`src/rtl/hazard_ctrl_if.sv`:
```
// hazard_ctrl_if: hazard inputs, stage register controls and perf counters of the pipeline
interface hazard_ctrl_if #(parameter int CNT_W = 16);
  logic [4:0] id_rs1, id_rs2, ex_rd;
  logic id_uses_rs1, id_uses_rs2, ex_is_load, ex_redirect, mem_req, dmem_ready, perf_clear;
  logic pc_we, ifid_we, idex_we, exmem_we, ifid_flush, idex_flush, memwb_bubble, mem_fault;
  logic [CNT_W-1:0] stall_cycles, flush_count;
  modport master (
    output id_rs1, id_rs2, ex_rd, id_uses_rs1, id_uses_rs2, ex_is_load, ex_redirect,
           mem_req, dmem_ready, perf_clear,
    input  pc_we, ifid_we, idex_we, exmem_we, ifid_flush, idex_flush, memwb_bubble,
           mem_fault, stall_cycles, flush_count
  );
  modport slave (
    input  id_rs1, id_rs2, ex_rd, id_uses_rs1, id_uses_rs2, ex_is_load, ex_redirect,
           mem_req, dmem_ready, perf_clear,
    output pc_we, ifid_we, idex_we, exmem_we, ifid_flush, idex_flush, memwb_bubble,
           mem_fault, stall_cycles, flush_count
  );
endinterface

```
`src/rtl/hazard_ctrl.sv`:
```
// hazard_ctrl: pipeline stall/flush control with memory-wait timeout and perf counters
module hazard_ctrl #(
  parameter int TIMEOUT = 16,
  parameter int CNT_W = 16
) (
  input logic clk,
  input logic rst_n,
  hazard_ctrl_if.slave hz
);
  typedef enum logic [1:0] {RUN, MEM_WAIT, FAULT} state_t;
  state_t state;
  logic [7:0] wcnt;
  logic [CNT_W-1:0] stall_cnt, flush_cnt;
  logic fault, freeze, load_use, redirect, lu_stall, run_ok;
  assign fault = state == FAULT;
  assign freeze = (((state == RUN) & hz.mem_req) | (state == MEM_WAIT)) & ~hz.dmem_ready;
  assign load_use = hz.ex_is_load & (|hz.ex_rd) &
                    ((hz.id_uses_rs1 & (hz.id_rs1 == hz.ex_rd)) |
                     (hz.id_uses_rs2 & (hz.id_rs2 == hz.ex_rd)));
  assign run_ok = rst_n & ~fault & ~freeze;
  assign redirect = run_ok & hz.ex_redirect;
  assign lu_stall = run_ok & ~hz.ex_redirect & load_use;
  assign hz.pc_we = run_ok & ~lu_stall;
  assign hz.ifid_we = run_ok & ~lu_stall;
  assign hz.idex_we = run_ok;
  assign hz.exmem_we = run_ok;
  assign hz.ifid_flush = ~rst_n | redirect;
  assign hz.idex_flush = ~rst_n | redirect | lu_stall;
  assign hz.memwb_bubble = ~rst_n | freeze;
  assign hz.mem_fault = fault;
  assign hz.stall_cycles = stall_cnt;
  assign hz.flush_count = flush_cnt;
  // Memory-wait FSM: count wait cycles and latch a fault once the timeout is reached
  always_ff @(posedge clk or negedge rst_n)
    if (!rst_n) begin
      state <= RUN;
      wcnt <= '0;
    end else
      unique case (state)
        RUN: if (freeze) begin
          state <= MEM_WAIT;
          wcnt <= 8'd1;
        end
        MEM_WAIT: if (hz.dmem_ready) begin
          state <= RUN;
          wcnt <= '0;
        end else begin
          wcnt <= wcnt + 8'd1;
          if (wcnt == 8'(TIMEOUT)) state <= FAULT;
        end
        default: state <= FAULT;
      endcase
  // Saturating perf counters; clear wins over a same-cycle increment
  always_ff @(posedge clk or negedge rst_n)
    if (!rst_n) begin
      stall_cnt <= '0;
      flush_cnt <= '0;
    end else if (hz.perf_clear) begin
      stall_cnt <= '0;
      flush_cnt <= '0;
    end else begin
      if ((freeze | lu_stall) && !(&stall_cnt)) stall_cnt <= stall_cnt + CNT_W'(1);
      if (redirect && !(&flush_cnt)) flush_cnt <= flush_cnt + CNT_W'(1);
    end
endmodule
```
`src/flat_wrapper.sv`:
```
// flat-port wrapper written by rule: the top's interface ports become plain ports
module hazard_ctrl_flat 
#(
  parameter int TIMEOUT = 16,
  parameter int CNT_W = 16
)
  (clk, rst_n, hz_id_rs1, hz_id_rs2, hz_ex_rd, hz_id_uses_rs1, hz_id_uses_rs2, hz_ex_is_load, hz_ex_redirect, hz_mem_req, hz_dmem_ready, hz_perf_clear, hz_pc_we, hz_ifid_we, hz_idex_we, hz_exmem_we, hz_ifid_flush, hz_idex_flush, hz_memwb_bubble, hz_mem_fault, hz_stall_cycles, hz_flush_count);
  hazard_ctrl_if #(.CNT_W(CNT_W)) hz_i ();
  input logic clk;
  input logic rst_n;
  input wire logic [$bits(hz_i.id_rs1)-1:0] hz_id_rs1;
  input wire logic [$bits(hz_i.id_rs2)-1:0] hz_id_rs2;
  input wire logic [$bits(hz_i.ex_rd)-1:0] hz_ex_rd;
  input wire logic [$bits(hz_i.id_uses_rs1)-1:0] hz_id_uses_rs1;
  input wire logic [$bits(hz_i.id_uses_rs2)-1:0] hz_id_uses_rs2;
  input wire logic [$bits(hz_i.ex_is_load)-1:0] hz_ex_is_load;
  input wire logic [$bits(hz_i.ex_redirect)-1:0] hz_ex_redirect;
  input wire logic [$bits(hz_i.mem_req)-1:0] hz_mem_req;
  input wire logic [$bits(hz_i.dmem_ready)-1:0] hz_dmem_ready;
  input wire logic [$bits(hz_i.perf_clear)-1:0] hz_perf_clear;
  output wire logic [$bits(hz_i.pc_we)-1:0] hz_pc_we;
  output wire logic [$bits(hz_i.ifid_we)-1:0] hz_ifid_we;
  output wire logic [$bits(hz_i.idex_we)-1:0] hz_idex_we;
  output wire logic [$bits(hz_i.exmem_we)-1:0] hz_exmem_we;
  output wire logic [$bits(hz_i.ifid_flush)-1:0] hz_ifid_flush;
  output wire logic [$bits(hz_i.idex_flush)-1:0] hz_idex_flush;
  output wire logic [$bits(hz_i.memwb_bubble)-1:0] hz_memwb_bubble;
  output wire logic [$bits(hz_i.mem_fault)-1:0] hz_mem_fault;
  output wire logic [$bits(hz_i.stall_cycles)-1:0] hz_stall_cycles;
  output wire logic [$bits(hz_i.flush_count)-1:0] hz_flush_count;
  assign hz_i.id_rs1 = hz_id_rs1;
  assign hz_i.id_rs2 = hz_id_rs2;
  assign hz_i.ex_rd = hz_ex_rd;
  assign hz_i.id_uses_rs1 = hz_id_uses_rs1;
  assign hz_i.id_uses_rs2 = hz_id_uses_rs2;
  assign hz_i.ex_is_load = hz_ex_is_load;
  assign hz_i.ex_redirect = hz_ex_redirect;
  assign hz_i.mem_req = hz_mem_req;
  assign hz_i.dmem_ready = hz_dmem_ready;
  assign hz_i.perf_clear = hz_perf_clear;
  assign hz_pc_we = hz_i.pc_we;
  assign hz_ifid_we = hz_i.ifid_we;
  assign hz_idex_we = hz_i.idex_we;
  assign hz_exmem_we = hz_i.exmem_we;
  assign hz_ifid_flush = hz_i.ifid_flush;
  assign hz_idex_flush = hz_i.idex_flush;
  assign hz_memwb_bubble = hz_i.memwb_bubble;
  assign hz_mem_fault = hz_i.mem_fault;
  assign hz_stall_cycles = hz_i.stall_cycles;
  assign hz_flush_count = hz_i.flush_count;
  hazard_ctrl #(.TIMEOUT(TIMEOUT), .CNT_W(CNT_W)) u_core (.clk(clk), .rst_n(rst_n), .hz(hz_i));
endmodule
```
`config.mk`:
```
export PLATFORM = sky130hd
export DESIGN_NAME = hazard_ctrl_flat
export DESIGN_NICKNAME = d
export VERILOG_FILES = /design/src/rtl/hazard_ctrl_if.sv /design/src/rtl/hazard_ctrl.sv /design/src/flat_wrapper.sv
export SDC_FILE = /design/constraint.sdc
export NUM_CORES = 1
export LEC_CHECK = 0
export ABC_CLOCK_PERIOD_IN_PS = 4600
export BUFFER_PORTS_ARGS = -buffer_cell sky130_fd_sc_hd__buf_2
export CAP_MARGIN = 20
export CELL_PAD_IN_SITES_DETAIL_PLACEMENT = 0
export CELL_PAD_IN_SITES_GLOBAL_PLACEMENT = 1
export CORE_ASPECT_RATIO = 1.2
export CORE_MARGIN = 5
export CORE_UTILIZATION = 44
export DETAILED_ROUTE_END_ITERATION = 12
export PLACE_DENSITY_LB_ADDON = 0.1
export SLEW_MARGIN = 20
export SYNTH_ARGS = -nofsm -noshare
export SYNTH_HDL_FRONTEND = slang
export SYNTH_SLANG_ARGS = --single-unit
```
`constraint.sdc`:
```
create_clock -name clk -period 4.6 [get_ports clk]
set_input_delay 0.23 -clock clk [delete_from_list [all_inputs] [get_ports clk]]
set_output_delay 0.23 -clock clk [all_outputs]
set_load 0.1 [all_outputs]
```
# == Word level (Yosys, flattened, before mapping) ==
# Cells that the tools add are included.
# word_totals
ff_bits,42
output_inout_bits,40
wordCells,62
# classes
addsub,3
eq_ne,7
mux,11
n_bitwise,24
reduce_logical,13
# op_table
op,n
$mux 16,4
$add 16x1->16 const B,2
$reduce_and 16->1,2
$mux 8,2
$pmux 8 s2,1
$and 1x1->1,12
$eq 5x5->1,2
$add 8x1->8 const B,1
$eq 8x5->1 const B,1
$mux 2,3
$not 1->1,6
$or 1x1->1,6
$reduce_bool 2->1,3
$reduce_or 5->1,1
$pmux 2 s2,1
$reduce_and 2->1,2
$ne 3x3->1 const B,1
$eq 2x1->1 const B,1
$eq 2x2->1 const B,1
$logic_and 1x1->1,2
$logic_not 1->1,2
$logic_not 2->1,1
$ne 2x1->1 const B,1

# == Logic depth before layout (Yosys ltp) ==
# Gate-level depths: netlist (run 1).
# depth
word_depth,12
mapped_depth,8
ltp_nobuf,7

# == Worst setup path after synthesis (run 1) ==
# No wires, ideal clock.
# synth_timing
path_kind,flip-flop to output port
startpoint,register u_core.state[1]
endpoint,output port hz_pc_we
t_arrival_ns,2.995
t_required_ns,4.370
slack_ns,1.375
stages_incl_launch_ff,6
path_buffers,1
cell_sequence,dfrtp_1 or2_2 o211ai_4 nor4b_4 a21oi_1 buf_4
# synth_between
elab_chain_len,10
word_cells_on_any_way,14
classes_between,eq/ne (2); bitwise (11); reduce/logical (1)
# synth_rtl
item,line,text
"start, declared",hazard_ctrl.sv:11,state_t state;
"start signal, assigned",hazard_ctrl.sv:36,state <= RUN;
"start signal, assigned",hazard_ctrl.sv:41,state <= MEM_WAIT;
"start signal, assigned",hazard_ctrl.sv:45,state <= RUN;
$logic_not 2->1,hazard_ctrl.sv:16,assign freeze = (((state == RUN) & hz.mem_req) | (state == MEM_WAIT)) & ~hz.dmem_ready;
$and 1x1->1,hazard_ctrl.sv:16,
$or 1x1->1,hazard_ctrl.sv:16,
$and 1x1->1,hazard_ctrl.sv:16,
$not 1->1,hazard_ctrl.sv:20,assign run_ok = rst_n & ~fault & ~freeze;
$and 1x1->1 (*),hazard_ctrl.sv:20,
$and 1x1->1 (2 in series),hazard_ctrl.sv:22,assign lu_stall = run_ok & ~hz.ex_redirect & load_use;
$not 1->1,-,
$and 1x1->1 (*),-,
"end, declared",flat_wrapper.sv:21,output wire logic [$bits(hz_i.pc_we)-1:0] hz_pc_we;
# Every way passes the cells marked *; elsewhere a longest branch is shown, timed or not.

# == Final worst setup path (run 1) ==
# layout_timing
startpoint,input port rst_n
endpoint,output port hz_idex_flush
# layout_between
elab_chain_len,5
word_cells_on_any_way,8
classes_between,bitwise (8)
# layout_rtl
item,line,text
"start, declared",flat_wrapper.sv:10,input logic rst_n;
$and 1x1->1 (2 in series),hazard_ctrl.sv:20,
"$and 1x1->1, on equally long branches","hazard_ctrl.sv:21, hazard_ctrl.sv:22",
$or 1x1->1 or $and 1x1->1 (tied branches),"hazard_ctrl.sv:28, hazard_ctrl.sv:22",
$or 1x1->1 (*),hazard_ctrl.sv:28,assign hz.idex_flush = ~rst_n | redirect | lu_stall;
"end, declared",flat_wrapper.sv:26,output wire logic [$bits(hz_i.idex_flush)-1:0] hz_idex_flush;
# Marked as above.

==> PnR_summary.wiki, run 1 <==
{| class="wikitable"
! Metric !! Value
|-
| Status || finished, final reports clean
|-
| Die boundary height || 94.67 um
|-
| Worst-path clk slew || 80 ps
|-
| Data arrival at the endpoint of the critical path || 2050 ps
|-
| Largest fanout on the critical path || 10
|-
| H-Tree Level Count || 2
|-
| Power per standard cell area || 219.4 nW/um2
|-
| Sequential element share of the synthesized area || 39.98%
|-
| Fin Clk Skew || 9.020 ps
|-
| Maximum number of pins on one net before global-route repair || 38
|-
| Flop2flop setup slack || 2390 ps
|-
| Area overhead of the layout relative to synthesis || 17.61%
|-
| Setup repair after global routing missed its margin || no
|-
| CP Data Required Time || ~4400 ps
|-
| Category of the worst setup path capture point || output pin
|-
| Storage element area || 1051 um2
|-
| HPWL after detailed placement || 4.243 mm
|-
| Post-placement cell area || about 3000 um2
|-
| Initial Utilization || 45.77%
|-
| Max transition margin || 44.18%
|-
| Placer Congestion || 0.7784
|-
| CTS max path bufs || 2
|-
| Final Slew Violations || 0
|-
| Multi-input gate area || 1475 um2
|-
| Clock share of power || roughly 37%
|-
| CP startpoint kind || primary input
|-
| Most common cell after layout, fill and taps aside || buf_2
|-
| Post-synthesis sequential element count || 42
|-
| Post-layout minimum cycle time || approximately 2300 ps
|-
| Achievable Freq || 437.8 MHz
|-
| Yosys Warn Count || 0
|-
| Number of standard cells after synthesis || between 200 and 300
|-
| # diodes || 0
|-
| Count of nets after finishing || ~360
|-
| GRT Resource Usage Total || 16.03%
|-
| Post-CTS setup buffer count || 0
|-
| Post-route ant nets || 0
|-
| Net count of the mapped netlist || 301
|-
| Post-synth top area share || 39.98%
|-
| Launch instance of the worst min-delay path || hz_dmem_ready
|-
| Top cell type by total area after synthesis || dfrtp_1
|-
| Die area || 7627 um2
|-
| Max-capacitance violation count || 0
|-
| Combinational group share of total power || 8.2%
|-
| Total core area || 5743 um2
|-
| Clk Tree Root Cell || clkbuf_8
|-
| Unique cell type count in the Yosys netlist || 52
|-
| Vias after detailed routing || 2172
|-
| X dimension of the die || 80.56 um
|-
| Launching instance or port of the critical path || rst_n
|-
| Switching part of the total power || 24.85%
|-
| Sw Pwr || 168.5 uW
|-
| Commonest cells after routing, fill and taps aside || buf_2, dfrtp_1, nor2_1
|-
| Static leakage power || 0.001354 uW
|-
| # IOs || 64
|-
| Wire length per cell || 14.27 um
|-
| Antenna violations before repair || 0
|-
| Final hold violations || 0
|-
| Setup TNS || 0 ps
|-
| Average cell area after synthesis || between 9 and 10 um2
|-
| Number of vias per cell after detailed routing || 5.234
|-
| Core occupancy in the finished layout || 53.83%
|-
| Mapped Area || 2629 um2
|-
| TritonCTS clock tree || built
|-
| # port buffers || 63
|-
| Worst setup path class || in2out
|-
| Number of global-route vias before repair || 2094
|-
| Filler instances || 554
|-
| Post-route cell area || around 3000 um2
|-
| Relative contribution of sequential cells to total power || ~55%
|-
| Total CTS buffers || 5
|-
| First-pass GRT wire length || about 10 mm
|-
| Synth area leaders || dfrtp_1, nor2_1, xnor2_1
|-
| Detailed router's first-iteration violation count || 39
|-
| Kind of path behind the tightest hold check || in2reg
|-
| Detailed-route wire length || 5.923 mm
|-
| Worst Tran Pin Value || roughly 840 ps
|-
| Overall overflow remaining after global route || 0
|-
| Clock sink count || 42
|-
| Fraction of final layout cells with drive strength greater than 1 || approximately 34%
|-
| Internal power || 509.8 uW
|-
| Worst ir drop on vdd || about 0.00012 V
|-
| Final Setup Violations || 0
|-
| Standard-cell rows || 30
|-
| DRC || 0
|-
| Clock insertion delay at the later pin of the skew report || 290 ps
|-
| Count of TritonRoute iterations in the first routing pass || 4
|-
| Critical R2R Launch || u_core.state[1]
|-
| Share of the clock period used by the worst path || 49.65%
|}
[cell usage after synthesis, drive strengths merged]
| cell | number |
|---|---|
| mux2 | 5 |
| and3 | 5 |
| nor4 | 3 |
| a22o | 1 |
| and4 | 1 |
| o211ai | 2 |
| o21ai | 18 |
| ha | 4 |
| nor2 | 34 |
| or2b | 1 |
| nand3 | 16 |
| nor4bb | 1 |
| inv | 9 |
| xor2 | 11 |
| o41ai | 1 |
| a21oi | 17 |
| a21boi | 1 |
| dfrtp | 42 |
| or4 | 10 |
| o2111ai | 1 |
| mux2i | 1 |
| and2b | 1 |
| nand4bb | 1 |
| nand2 | 25 |
| o31ai | 8 |
| nand4 | 8 |
| o22ai | 1 |
| clkbuf | 6 |
| or3 | 4 |
| buf | 6 |
| a21o | 1 |
| nor3 | 4 |
| nor4b | 3 |
| xnor2 | 13 |
| nor3b | 1 |
| or3b | 1 |
| nor2b | 3 |
| or2 | 3 |
[what timing repair did]
item,CTS,global route
endpoints found under the hold margin,6,0
gates resized for setup,0,0
hold buffers,1,0
[power by group through the flow]
stage	Combinational (uW)	Sequential, uW	Clock [uW]
floorplan	30.2	378	0
global placement	56.6	378	0
detailed placement	56.6	378	0
CTS	57.4	371	257
global route	61.9	371	272
finish	55.6	371	252
[cell families after synthesis]
kind of cell,after synthesis,synth area share [%]
mux,6,3.236
fa+ha+maj,4,1.904
flops,42,39.98
xor+xnor,24,7.996
compound gates,51,15.61
buf+inv,21,4.093
simple gates,125,27.18
[final timing paths]
check	cells after the start	end
setup / recovery	6	hz_idex_flush
hold / removal	2	u_core.state[1]
setup reg to reg	6	u_core.hz.stall_cycles[5]
hold reg to reg	2	u_core.state[1]
max in group asynchronous	3	u_core.hz.stall_cycles[2]
min in group asynchronous	2	u_core.hz.flush_count[15]
[metal layers]
layer / track usage, % / wire [um] / up-vias
li1: - / - / 1090
met1: 20.47 / 2710 / 1026
met2: 27.14 / 2826 / 51
met3: 3.435 / 324 / 5
met4: 4.648 / 61 / 0
met5: 0 / 0 / -
[sequential cells by signal, summed over array words and instances, names as in the netlist]
signal and count:
u_core.state 2, u_core.wcnt 8, u_core.hz.flush_count 16, u_core.hz.stall_cycles 16
[layout make-up]
type	count	area share (%)
Sequential cell	42	33.99
Inverter	9	1.093
Clock buffer	7	2.792
Timing Repair Buffer	66	11.01
Clock inverter	1	0.1619
Tap cell	80	3.238
Multi-Input combinational cell	210	47.71
[worst max-delay path: stages]
cell and delay (ps):
dlygate4sd3_1 520, buf_2 260, o211ai_4 140, nor4b_4 320, a21o_1 160, buf_2 420
[through the flow]
step	setup WS (ps)	hold slack [ps]	instances	total power, uW
6_report	2316	191.7	415	678.3
5_1_grt	2199	197.3	415	704.5
4_1_cts	2268	180.0	415	684.9
3_5_place_dp	2260	119.1	406	434.6
3_3_place_gp	2287	117.5	406	434.7
2_1_floorplan	1375	-65.59	273	408.1
(Power assumes the default switching activity.)
==> inputs of run 2 (changes only) <==
--- a/config.mk
+++ b/config.mk
@@ -5,14 +5,14 @@
 export SDC_FILE = /design/constraint.sdc
 export NUM_CORES = 1
 export LEC_CHECK = 0
-export ABC_CLOCK_PERIOD_IN_PS = 4600
+export ABC_CLOCK_PERIOD_IN_PS = 2000
 export BUFFER_PORTS_ARGS = -buffer_cell sky130_fd_sc_hd__buf_2
 export CAP_MARGIN = 20
 export CELL_PAD_IN_SITES_DETAIL_PLACEMENT = 0
 export CELL_PAD_IN_SITES_GLOBAL_PLACEMENT = 1
 export CORE_ASPECT_RATIO = 1.2
 export CORE_MARGIN = 5
-export CORE_UTILIZATION = 44
+export CORE_UTILIZATION = 37
 export DETAILED_ROUTE_END_ITERATION = 12
 export PLACE_DENSITY_LB_ADDON = 0.1
 export SLEW_MARGIN = 20
==> constraint.sdc (replaced) <==
create_clock -name clk -period 2 [get_ports clk]
set_input_delay 0.1 -clock clk [delete_from_list [all_inputs] [get_ports clk]]
set_output_delay 0.1 -clock clk [all_outputs]
set_load 0.1 [all_outputs]
==> run 2 against run 1 <==
The flow now finishes with violations (hold timing, setup timing). First-iteration DRC count rose by 79%. Sequential power is 130% higher. Power increased by 150%. Via count rose by 10%. Wire length grew 15%. Largest power group unchanged.
==> PnR_summary.wiki, run 2 (synthesis gave the netlist of run 1 again) <==
{| class="wikitable"
! Metric !! Value
|-
| Largest fanout on the critical path || 6 (-4)
|-
| Share of the clock period used by the worst path || 101.3%
|-
| Kind of path behind the tightest hold check || in2async
|-
| Power per standard cell area || 433.1 nW/um2 (+97%)
|-
| # IOs || 64 (unchanged)
|-
| Post-route ant nets || 0 (unchanged)
|-
| Die boundary height || 102.3 um (+8.1%)
|-
| Placer Congestion || 0.7753 (-0.40%)
|-
| Total Power Consumption || 1683 uW (+150%)
|-
| Final Setup Violations || 8 (+8)
|-
| H-Tree Level Count || 2 (unchanged)
|-
| TritonCTS clock tree || built
|-
| DRC || 0 (unchanged)
|-
| Worst-path clk slew || 90 ps (about the same)
|-
| Commonest cells after routing, fill and taps aside || buf_2, buf_4, nor2_1
|-
| Violations in the final reports || hold timing, setup timing
|-
| Min Hold Slack || -13.85 ps (-205.5 ps)
|-
| Setup crit end || u_core.hz.stall_cycles[11]
|-
| Flop2flop setup slack || -30 ps (-2420 ps)
|-
| Worst reg2reg endpoint || u_core.hz.stall_cycles[11]
|-
| Total CTS buffers || 5 (unchanged)
|-
| Antenna violations before repair || 0 (unchanged)
|-
| Dpl ws || -176.8 ps (-2437 ps)
|-
| Initial Utilization || 38.12% (-7.6 points)
|-
| # diodes || 0 (unchanged)
|-
| CP startpoint kind || register
|-
| Post-layout minimum cycle time || slightly above 2000 ps
|-
| Category of the worst setup path capture point || register
|-
| Clock sink count || 42 (unchanged)
|-
| X dimension of the die || 86.95 um (+7.9%)
|-
| Worst setup path class || reg2reg
|-
| GRT Resource Usage Total || 15.61% (-0.42 points)
|-
| Area overhead of the layout relative to synthesis || 47.88%
|-
| Static leakage power || 0.001577 uW (+17%)
|-
| CP Data Required Time || 2220 ps (-2150 ps)
|-
| Count of TritonRoute iterations in the first routing pass || 4 (unchanged)
|-
| # port buffers || 63 (unchanged)
|-
| Detailed-route wire length || 6.815 mm (+15%)
|-
| Achievable Freq || 493.8 MHz
|-
| Standard-cell rows || 33 (+10%)
|-
| Wire length per cell || 14.72 um (+3.1%)
|-
| Die area || 8898 um2 (+17%)
|-
| Data arrival at the endpoint of the critical path || 2240 ps (+190 ps)
|-
| Total core area || 6895 um2 (+20%)
|-
| Maximum number of pins on one net before global-route repair || 45 (+18%)
|-
| Fraction of final layout cells with drive strength greater than 1 || 56.91% (+23 points)
|-
| Launching instance or port of the critical path || u_core.state[1]
|-
| Overall overflow remaining after global route || 0 (unchanged)
|-
| Final Slew Violations || 0 (unchanged)
|-
| First-pass GRT wire length || 11.18 mm (+15%)
|-
| Status || complete, but fails checks
|-
| Worst Tran Pin Value || 599.9 ps (-235.3 ps)
|-
| CTS max path bufs || 2 (unchanged)
|-
| Min setup slack post-route || -25.05 ps (-2341 ps)
|-
| Final hold violations || 19 (+19)
|-
| Count of nets after finishing || 403 (+11%)
|-
| Max transition margin || 60.01% (+16 points)
|-
| Setup TNS || -124.1 ps (-124.1 ps)
|-
| Critical R2R Launch || u_core.state[1]
|-
| Worst ir drop on vdd || 0.0003094 V (+160%)
|-
| Vias after detailed routing || 2392 (+10%)
|-
| Worst Reg-to-Reg Cells || 8 (+2)
|-
| Detailed router's first-iteration violation count || 70 (+79%)
|-
| Clock insertion delay at the later pin of the skew report || 290 ps (about the same)
|-
| Max-capacitance violation count || 0 (unchanged)
|-
| Setup repair after global routing missed its margin || yes
|-
| HPWL after detailed placement || 4.650 mm (+9.6%)
|-
| Number of global-route vias before repair || 2370 (+13%)
|-
| Clk Tree Root Cell || clkbuf_8
|-
| Number of vias per cell after detailed routing || 5.166 (-1.3%)
|-
| Most common cell after layout, fill and taps aside || buf_2
|-
| Fin Clk Skew || 10.18 ps (+1.160 ps)
|}
## run 2: changes by cell type in the layout (fill, tap and decap cells not counted), moves of 9 or more
cell     previous run  this run
dfrtp_1            42        10
buf_4               2        32
dfrtp_2             0        18
dfrtp_4             0        14
buf_6               0         9
## run 2: worst min path at each step
stage	start	endpoint	slack, ps	depth (start not counted)
6_report	rst_n	u_core.wcnt[7]	-10	2
5_1_grt	rst_n	u_core.wcnt[7]	50	2
4_1_cts	rst_n	u_core.wcnt[7]	6	2
3_5_place_dp	rst_n	u_core.wcnt[7]	340	2
3_3_place_gp	rst_n	u_core.wcnt[7]	330	2
2_1_floorplan	rst_n	u_core.hz.flush_count[10]	-200	0
## run 2: final cells by class
class / count / area [um2]
clock buffers: 5 / 68.82
clock inverters: 3 / 40.04
multi-input cells: 212 / 1728
inverters: 9 / 33.78
well taps: 87 / 108.9
repair buffers: 105 / 782.0
fillers: 629 / 3008
flip-flops and latches: 42 / 1126
## run 2: where the power goes
part           switching (uW)  internal (uW)
clock network             308            368
registers                2.28            850
logic                    94.2           61.7
total                     404           1280
## run 2: routing by layer
layer / global-route usage (%) / vias to the layer above / routed length, um
met5: 0 / - / 0
met4: 4.676 / 0 / 80
met3: 2.903 / 6 / 318
met2: 26.48 / 53 / 3342
met1: 20.13 / 1152 / 3073
li1: - / 1181 / -
## run 2: stage by stage
| step | cell area [um2] | std cells | util, % |
|---|---|---|---|
| after floorplan | 2770 | 273 | - |
| after global placement | 3465 | 442 | 50.25 |
| after detailed placement | 3465 | 442 | 50.25 |
| after CTS | 3726 | 459 | 54.04 |
| after global routing | 3887 | 463 | 56.38 |
| final | 3887 | 463 | 56.38 |
## run 2: what timing repair did
| item | 4_1_cts | 5_1_grt |
|---|---|---|
| gates cloned | 2 | 0 |
| pin swaps | 9 | 12 |
| hold buffers | 0 | 0 |
| buffers inserted | 7 | 4 |
| resized for setup | 15 | 27 |
| setup endpoints to repair | 23 | 26 |
## run 2: worst max-delay path, stage by stage (launching register included)
cell and delay, ps:
dfrtp_1 400, buf_6 120, or2b_4 200, o211ai_4 80, nor4b_4 230, buf_6 180, a21boi_4 90, or4_4 510
a21oi_2 130
